File: src/rtl/serial_adder_pkg.sv
// serial_adder_pkg
// Shared definitions for the bit-serial adder/subtractor:
//   - state_t : FSM state encoding (IDLE, SHIFT, DONE)
//   - cnt_width() : width of the bit counter for a given operand width
package serial_adder_pkg;

    typedef enum logic [1:0] {
        IDLE  = 2'd0,
        SHIFT = 2'd1,
        DONE  = 2'd2
    } state_t;

    // Counter must index bits 0..w-1; never narrower than one bit.
    function automatic int cnt_width(input int w);
        return (w < 2) ? 1 : $clog2(w);
    endfunction

endpackage

File: src/rtl/full_adder.sv
// full_adder
// Single-bit full-adder cell used by the serial datapath.
// Ports:
//   a, b   : operand bits
//   cin    : carry in
//   sum    : a ^ b ^ cin
//   carry  : majority(a, b, cin)
module full_adder (
    input  logic a,
    input  logic b,
    input  logic cin,
    output logic sum,
    output logic carry
);

    assign sum   = a ^ b ^ cin;
    assign carry = (a & b) | (a & cin) | (b & cin);

endmodule

File: src/rtl/serial_adder.sv
// serial_adder
// Bit-serial adder/subtractor. Operands are captured on start (in IDLE) and
// processed LSB-first through one full-adder cell, one bit per clock. After
// WIDTH bits the sum, carry-out and signed-overflow flag are registered and
// done pulses for one cycle.
// Ports:
//   clk, rst    : clock, asynchronous active-high reset
//   start       : request, sampled only in IDLE
//   sub         : 0 = a + b + cin, 1 = a - b (cin ignored)
//   cin         : carry-in for add mode
//   a, b        : WIDTH-bit operands
//   busy        : high while bits are being processed (WIDTH cycles)
//   done        : one-cycle result-valid pulse
//   sum         : result register
//   cout        : final carry (sub mode: 1 = no borrow)
//   ovf         : two's-complement overflow
module serial_adder
    import serial_adder_pkg::*;
#(
    parameter int WIDTH = 8
) (
    input  logic             clk,
    input  logic             rst,
    input  logic             start,
    input  logic             sub,
    input  logic             cin,
    input  logic [WIDTH-1:0] a,
    input  logic [WIDTH-1:0] b,
    output logic             busy,
    output logic             done,
    output logic [WIDTH-1:0] sum,
    output logic             cout,
    output logic             ovf
);

    localparam int CW = cnt_width(WIDTH);

    state_t           state_reg;
    state_t           state_next;
    logic [WIDTH-1:0] a_sr_reg;
    logic [WIDTH-1:0] b_sr_reg;
    logic [WIDTH-1:0] s_sr_reg;
    logic [WIDTH-1:0] sum_reg;
    logic             carry_reg;
    logic             cout_reg;
    logic             ovf_reg;
    logic [CW-1:0]    count_reg;
    logic             fa_sum;
    logic             fa_carry;
    logic             last_bit;
    logic [WIDTH-1:0] s_shift;

    full_adder u_full_adder (
        .a     (a_sr_reg[0]),
        .b     (b_sr_reg[0]),
        .cin   (carry_reg),
        .sum   (fa_sum),
        .carry (fa_carry)
    );

    assign last_bit = (count_reg == CW'(WIDTH - 1));

    // New sum bit enters at the MSB; after WIDTH shifts bit 0 holds the LSB.
    assign s_shift = WIDTH'({fa_sum, s_sr_reg} >> 1);

    always_ff @(posedge clk or posedge rst) begin
        if (rst) begin
            state_reg <= IDLE;
        end else begin
            state_reg <= state_next;
        end
    end

    always_comb begin
        state_next = state_reg;
        case (state_reg)
            IDLE:    if (start)    state_next = SHIFT;
            SHIFT:   if (last_bit) state_next = DONE;
            DONE:                  state_next = IDLE;
            default:               state_next = IDLE;
        endcase
    end

    always_ff @(posedge clk or posedge rst) begin
        if (rst) begin
            a_sr_reg  <= '0;
            b_sr_reg  <= '0;
            s_sr_reg  <= '0;
            sum_reg   <= '0;
            carry_reg <= 1'b0;
            cout_reg  <= 1'b0;
            ovf_reg   <= 1'b0;
            count_reg <= '0;
        end else begin
            case (state_reg)
                IDLE: begin
                    if (start) begin
                        a_sr_reg  <= a;
                        // Subtraction as a + ~b + 1.
                        b_sr_reg  <= sub ? ~b : b;
                        carry_reg <= sub ? 1'b1 : cin;
                        count_reg <= '0;
                    end
                end
                SHIFT: begin
                    a_sr_reg  <= a_sr_reg >> 1;
                    b_sr_reg  <= b_sr_reg >> 1;
                    s_sr_reg  <= s_shift;
                    carry_reg <= fa_carry;
                    count_reg <= count_reg + 1'b1;
                    if (last_bit) begin
                        sum_reg  <= s_shift;
                        cout_reg <= fa_carry;
                        // carry_reg is still the carry into the MSB here.
                        ovf_reg  <= carry_reg ^ fa_carry;
                    end
                end
                default: ;
            endcase
        end
    end

    assign busy = (state_reg == SHIFT);
    assign done = (state_reg == DONE);
    assign sum  = sum_reg;
    assign cout = cout_reg;
    assign ovf  = ovf_reg;

endmodule

File: config.mk
export PLATFORM = sky130hd
export DESIGN_NAME = serial_adder
export DESIGN_NICKNAME = d
export VERILOG_FILES = /design/src/rtl/serial_adder_pkg.sv /design/src/rtl/full_adder.sv /design/src/rtl/serial_adder.sv
export SDC_FILE = /design/constraint.sdc
export NUM_CORES = 1
export LEC_CHECK = 0
export CAP_MARGIN = 20
export CORE_MARGIN = 3
export CORE_UTILIZATION = 45
export CTS_BUF_LIST = sky130_fd_sc_hd__clkbuf_4
export DETAILED_ROUTE_END_ITERATION = 10
export PLACE_DENSITY = 0.78
export SYNTH_ARGS = -nofsm -noshare
export SYNTH_HDL_FRONTEND = slang
export SYNTH_HIERARCHICAL = 1
export SYNTH_SLANG_ARGS = --single-unit
File: constraint.sdc
create_clock -name clk -period 1.75 [get_ports clk]
set_clock_uncertainty 0.15 [all_clocks]
set_input_delay 0.2625 -clock clk [delete_from_list [all_inputs] [get_ports clk]]
set_output_delay 0.2625 -clock clk [all_outputs]
set_load 0.01 [all_outputs]
==> metrics.txt, run 1 <==
status=completed; DPL Wire Length=2306 um; worst IR drop on VDD=0.5686 mV; Antenna Nets Post-Route=0; drt initial violations=56; startpoint types=flop; first drt pass iteration count=4; slowest stage delay, CP=0.41 ns; final setup fails=0; critical path type=flop to flop; area delta synth->final=28.15%; Die Ht=67.59 um; biggest area consumer among synthesized cells=dfrtp_1; RSZ-0062 raised after global routing=no; max_cap viols=0; Syn. warnings=6; Worst-Margin Slew=0.3365 ns; Die ar.=4568 sq um; Worst Path Arrival=1.76 ns; Hold WC Path Type=primary input to async pin; # rows=21; Clock Latency Late Sink=0.34 ns; initial antenna violation count=0; sequential-to-total area share from yosys stat=a little under three fifths; ranking of synthesized cells by area=dfrtp_1, mux2_2, a221o_1; Pwr Density=1545 nW/um^2; vias per cell=between 5 and 6; vias in the first global route=1219; Slew Limit Headroom=77.54%; Initial Util=48.84%; total grt overflow=0; post-synthesis cell area=1707 sq um; PortBufs=32; Post-Synthesis Cells=between 100 and 150; CTS tree=done; Critical Path Fanout Max=7; CTS buffer count=5; DRC Markers=0; syn_area_per_cell=12.64 sq um; CTS Buffer Depth=2; clock slew at reported path FFs=0.11 ns; Final TNS setup=0 ns; Yosys top cell area share=a little under three fifths; Ports=33; # diodes=0; Post-Synthesis Net Count=159; final period utilization=95.41%; Total Power=3.379 mW; Core Area=about 3500 sq um; CP max-delay cell=dfrtp_1; via count=1194; final hold vios=0; first-pass GRT wire length=5319 um; Num Clock Sinks=39; Final #Nets=200; Placed Area=2132 sq um; Max Fclk=0.5989 GHz; synth unique cells=27; Die Width=67.59 um; final WL=between 3000 and 4000 um; minimum clock period=between 1.5 and 2 ns; cell mode on critical path=ha_1; All-Layer GR Usage=15.80%; root buf cell=clkbuf_4; pin count of the biggest net entering global routing=40; Yosys reg bits=39; share of layout cells above drive strength 1=20.90%; required time worst endpoint=1.84 ns; Leak=1.009 nW; htree depth=2; design area=2187 sq um; routability congestion estimate=0.7873; Max Transition Viols Final=0; Setup Buffers After CTS=0; ordered list of cells on the worst path=ha_1, ha_1, nand3b_1, buf_4, mux2_2; Routed wire per std cell=14.04 um; Critical Path End Type=flop
-- cells in the final DEF, fill, tap and decap left out, types with 2 or more instances in the layout --
cell / synthesis / final
a21oi_1: 3 / 3
a221o_1: 7 / 7
a22o_1: 3 / 3
a22oi_1: 5 / 5
and3_1: 7 / 7
and3b_1: 2 / 2
buf_4: 1 / 9
clkbuf_4: 0 / 7
clkdlybuf4s50_1: 0 / 30
dfrtp_1: 39 / 39
dlygate4sd2_1: 0 / 2
ha_1: 2 / 2
inv_1: 3 / 3
mux2_2: 17 / 17
nand2_1: 9 / 9
nand2b_1: 2 / 2
nor2_1: 2 / 2
o21ai_0: 9 / 9
xor2_1: 8 / 8
-- metrics by stage --
stage | hold WS, ns | worst slack [ns] | std cells | utilization (%)
floorplan | 0.2822 | 0.07993 | 135 | -
global placement | 0.3134 | 0.09572 | 215 | 61.01
detailed placement | 0.3175 | 0.01699 | 215 | 61.01
CTS | 0.1041 | 0.06808 | 223 | 62.59
global route | 0.1203 | 0.001160 | 223 | 62.59
finish | 0.1085 | 0.08033 | 223 | 62.59
-- path summary, 6_finish.rpt --
path / start / to / slack, ns / depth (start not counted)
min in group clk: ovf / ovf / 0.34 / 2
worst max register to register: count_reg[0] / sum[3] / 0.08 / 5
max in group asynchronous: rst / sum[1] / 1.16 / 3
worst min-delay path: rst / a_sr_reg[3] / 0.11 / 3
worst min register to register: ovf / ovf / 0.34 / 2
worst max-delay path: count_reg[0] / sum[3] / 0.08 / 5
-- kinds of logic after synthesis --
group,synth area share [%]
DFF,57.18
AOI/OAI and AO/OA,12.90
and+or+nand+nor,8.432
adders and majority gates,2.639
buffers and inverters,3.006
muxes,11.22
xor gates and xnor gates,4.619
-- cell usage after synthesis, drive strengths merged --
| master | n |
|---|---|
| inv | 3 |
| nand2 | 9 |
| ha | 2 |
| buf | 6 |
| mux2 | 17 |
| dfrtp | 39 |
| a21oi | 3 |
| o21bai | 1 |
| a2bb2oi | 1 |
| a32o | 1 |
| and3 | 7 |
| o21ai | 9 |
| and3b | 2 |
| nor2 | 3 |
| fa | 1 |
| nand3b | 1 |
| nor2b | 2 |
| clkbuf | 2 |
| a221o | 7 |
| xor2 | 8 |
| xnor2 | 1 |
| a22o | 3 |
| a22oi | 5 |
| nand2b | 2 |
-- critical path, delay by kind of cell (launching register included) --
kind | cells | cell delay (ns)
DFF | 1 | 0.41
adders and majority gates | 2 | 0.39
muxes | 1 | 0.34
buffers and inverters | 1 | 0.17
and+or+nand+nor | 1 | 0.10
-- timing repair --
item	in CTS	in global routing
gates resized for setup	2	0
hold buffers	0	0
setup endpoints to repair	2	0
-- power breakdown --
part           internal, mW  switching, mW
registers              1.30          0.223
clock network         0.188          0.280
logic                 0.818          0.574
total                  2.30           1.08
-- final cells by class --
type	count	area (sq um)
Inverter	3	11.26
Clock buffer	7	52.55
Clock inverter	1	5.005
Tap cell	46	57.56
Sequential cell	39	975.9
Fill cell	295	1308
Timing Repair Buffer	42	405.4
Multi-Input combinational cell	85	679.4
-- routing by layer --
metal  global-route usage [%]  share of wire [%]  up-vias
met3                    5.990                6.0        4
li1                         -                  -      566
met1                    19.35                 46      590
met2                    25.39                 47       34
met5                        0                  0        -
met4                    5.570                1.1        0
Power figures use the tool's default switching activity.
==> inputs of run 2 (changes only) <==
- DONT_BUFFER_PORTS: not set -> 1
- HOLD_SLACK_MARGIN: not set -> 0.1
- PLACE_DENSITY: 0.78 -> 0.64
- clock period: 1.75 -> 1.66 ns (I/O delays scaled with it)
==> run 2 against run 1 <==
  * The flow now finishes with violations (setup timing)
  * Critical endpoint is now sum[2]
  * Via count increased by 1.1%
  * Non-clock buffer count decreased by 3
  * Register-to-register slack got worse by 0.10 ns
  * Worst hold slack improved by 0.0012 ns
  * Highest routed layer unchanged
  * Final area increased by 2.7%
  * Maximum frequency decreased by 0.83%
  * Combinational power about the same
  * Global-route usage increased by 1.1 points
  * First-iteration DRC count increased by 21%
  * Largest cell class unchanged
==> metrics.txt, run 2 (synthesized netlist as in run 1, its figures left out) <==
critical path type=flop to flop; DPL Wire Length=2130 um (-7.6%); root buf cell=clkbuf_4; total grt overflow=0 (unchanged); Worst-Margin Slew=0.4804 ns (+0.1439 ns); RSZ-0062 raised after global routing=yes; DRC Markers=0 (unchanged); final setup fails=4 (+4); Critical Path Fanout Max=5 (-2); vias in the first global route=1250 (+2.5%); Final TNS setup=-0.06239 ns (-0.06239 ns); R2R Setup Slk=-0.02 ns (-0.10 ns); required time worst endpoint=1.76 ns (-0.08 ns); max_cap viols=0 (unchanged); Initial Util=48.84% (unchanged); failing checks=setup timing; Total Power=3.764 mW (+11%); minimum clock period=1.684 ns (+0.01389 ns); Die Ht=67.59 um (unchanged); CP max-delay cell=dfrtp_1; drt initial violations=68 (+21%); Pwr Density=1676 nW/um^2 (+8.5%); Clock Latency Late Sink=0.35 ns (about the same); CTS tree=done; worst IR drop on VDD=0.6328 mV (+11%); Ports=33 (unchanged); commonest non-fill, non-tap cell in the layout=dfrtp_1; area delta synth->final=31.60%; initial antenna violation count=0 (unchanged); routability congestion estimate=0.7108 (-9.7%); Core Area=3495 sq um (unchanged); final period utilization=101.4% (+6.0 points); final hold vios=0 (unchanged); R2R Path Start=count_reg[1]; first-pass GRT wire length=5727 um (+7.7%); # rows=21 (unchanged); vias per cell=5.486 (+2.5%); Max Transition Viols Final=0 (unchanged); Routed wire per std cell=15.90 um (+13%); htree depth=2 (unchanged); All-Layer GR Usage=16.90% (+1.1 points); Die ar.=4568 sq um (unchanged); final WL=3497 um (+12%); startpoint types=flop; Placed Area=1804 sq um (-15%); PortBufs=0 (-100%); Antenna Nets Post-Route=0 (unchanged); # diodes=0 (unchanged); Die Width=67.59 um (unchanged); slowest stage delay, CP=0.41 ns (about the same); Critical Path End Type=flop; Hold WC Path Type=primary input to flop; Max Fclk=0.5940 GHz (-0.83%); Leak=1.076 nW (+6.7%); hold path startpoint=start; CTS Buffer Depth=2 (unchanged); via count=1207 (+1.1%); clock slew at reported path FFs=0.12 ns (about the same); fin worst setup slack=-0.02357 ns (-0.1039 ns); status=finished with violations; Slew Limit Headroom=67.97% (-9.6 points); Worst Setup SP=count_reg[1]; Final #Nets=197 (-1.5%); Hold Worst Slack=0.1097 ns (+0.001201 ns); Worst Path Arrival=1.78 ns (+0.02 ns); commonest cells after routing, fill and taps aside=dfrtp_1, dlygate4sd3_1, buf_4, nand2_1, mux2_4; first drt pass iteration count=4 (unchanged); share of layout cells above drive strength 1=28.16% (+7.3 points); ordered list of cells on the worst path=ha_2, ha_4, nand3b_1, clkbuf_16, mux2_4; pin count of the biggest net entering global routing=40 (unchanged); design area=2246 sq um (+2.7%); CTS buffer count=5 (unchanged); Num Clock Sinks=39 (unchanged)
run 2: changes by cell type in the layout (fill, tap and decap cells not counted), moves of 2 or more:
| cell | delta |
|---|---|
| dfrtp_2 | +2 |
| ha_1 | -2 |
| mux2_2 | -9 |
| dfrtp_1 | -2 |
| dlygate4sd2_1 | -2 |
| clkbuf_4 | -2 |
| dlygate4sd3_1 | +22 |
| clkdlybuf4s50_1 | -30 |
| mux2_4 | +9 |
| buf_4 | +5 |
run 2: path summary, 6_finish.rpt:
path / to / depth (start not counted)
min in group asynchronous: sum[1] / 3
min: a_sr_reg[5] / 3
max reg2reg: sum[2] / 5
max in group asynchronous: state_reg[1] / 3
min reg2reg: a_sr_reg[3] / 2
max: sum[2] / 5
run 2: cell type report:
| class | instances | area (sq um) |
|---|---|---|
| clock buffer | 5 | 37.54 |
| clock inverter | 3 | 43.79 |
| fill | 263 | 1249 |
| inverter | 3 | 11.26 |
| multi-input combinational | 85 | 735.7 |
| sequential | 39 | 978.4 |
| tap | 46 | 57.56 |
| timing repair buffer | 39 | 381.6 |
run 2: critical path, delay by kind of cell, from the launching register on:
kind          cells  cell delay (ns)
buf+inv           1             0.20
fa+ha+maj         2             0.36
mux               1             0.29
simple gates      1             0.19
flops             1             0.41
run 2: power by group:
group          internal [mW]  switching, mW  total [mW]
sequential              1.37          0.346        1.72
combinational          0.859          0.552        1.41
clock                  0.317          0.321       0.638
total                   2.54           1.22        3.76
run 2: timing repair:
item | in CTS | in global routing
setup buffers | 5 | 2
endpoints found under the setup margin | 6 | 10
gates resized for setup | 2 | 16
cloned | 0 | 1
pin swaps | 1 | 2
hold endpoints to repair | 57 | 0
hold buffers | 22 | 0
run 2: metal layers:
metal	wire length [um]	track usage [%]	vias to the layer above
met4	44	6.835	0
li1	-	-	562
met1	1487	20.91	599
met3	222	5.824	6
met2	1744	26.85	40
met5	0	0	-
run 2: stage by stage:
stage	util, %	setup WS, ns	cells
floorplan	-	0.03318	135
global placement	51.63	0.05482	182
detailed placement	51.63	0.01185	182
CTS	61.40	0.01106	217
global route	64.27	-0.04654	220
finish	64.27	-0.02357	220
==> inputs of run 3 (changes only) <==
- ABC_CLOCK_PERIOD_IN_PS: not set -> 1660
- GPL_ROUTABILITY_DRIVEN: not set -> 1
==> results of run 3 <==
No change in the layout: final DEF, timing and power equal those of run 2.
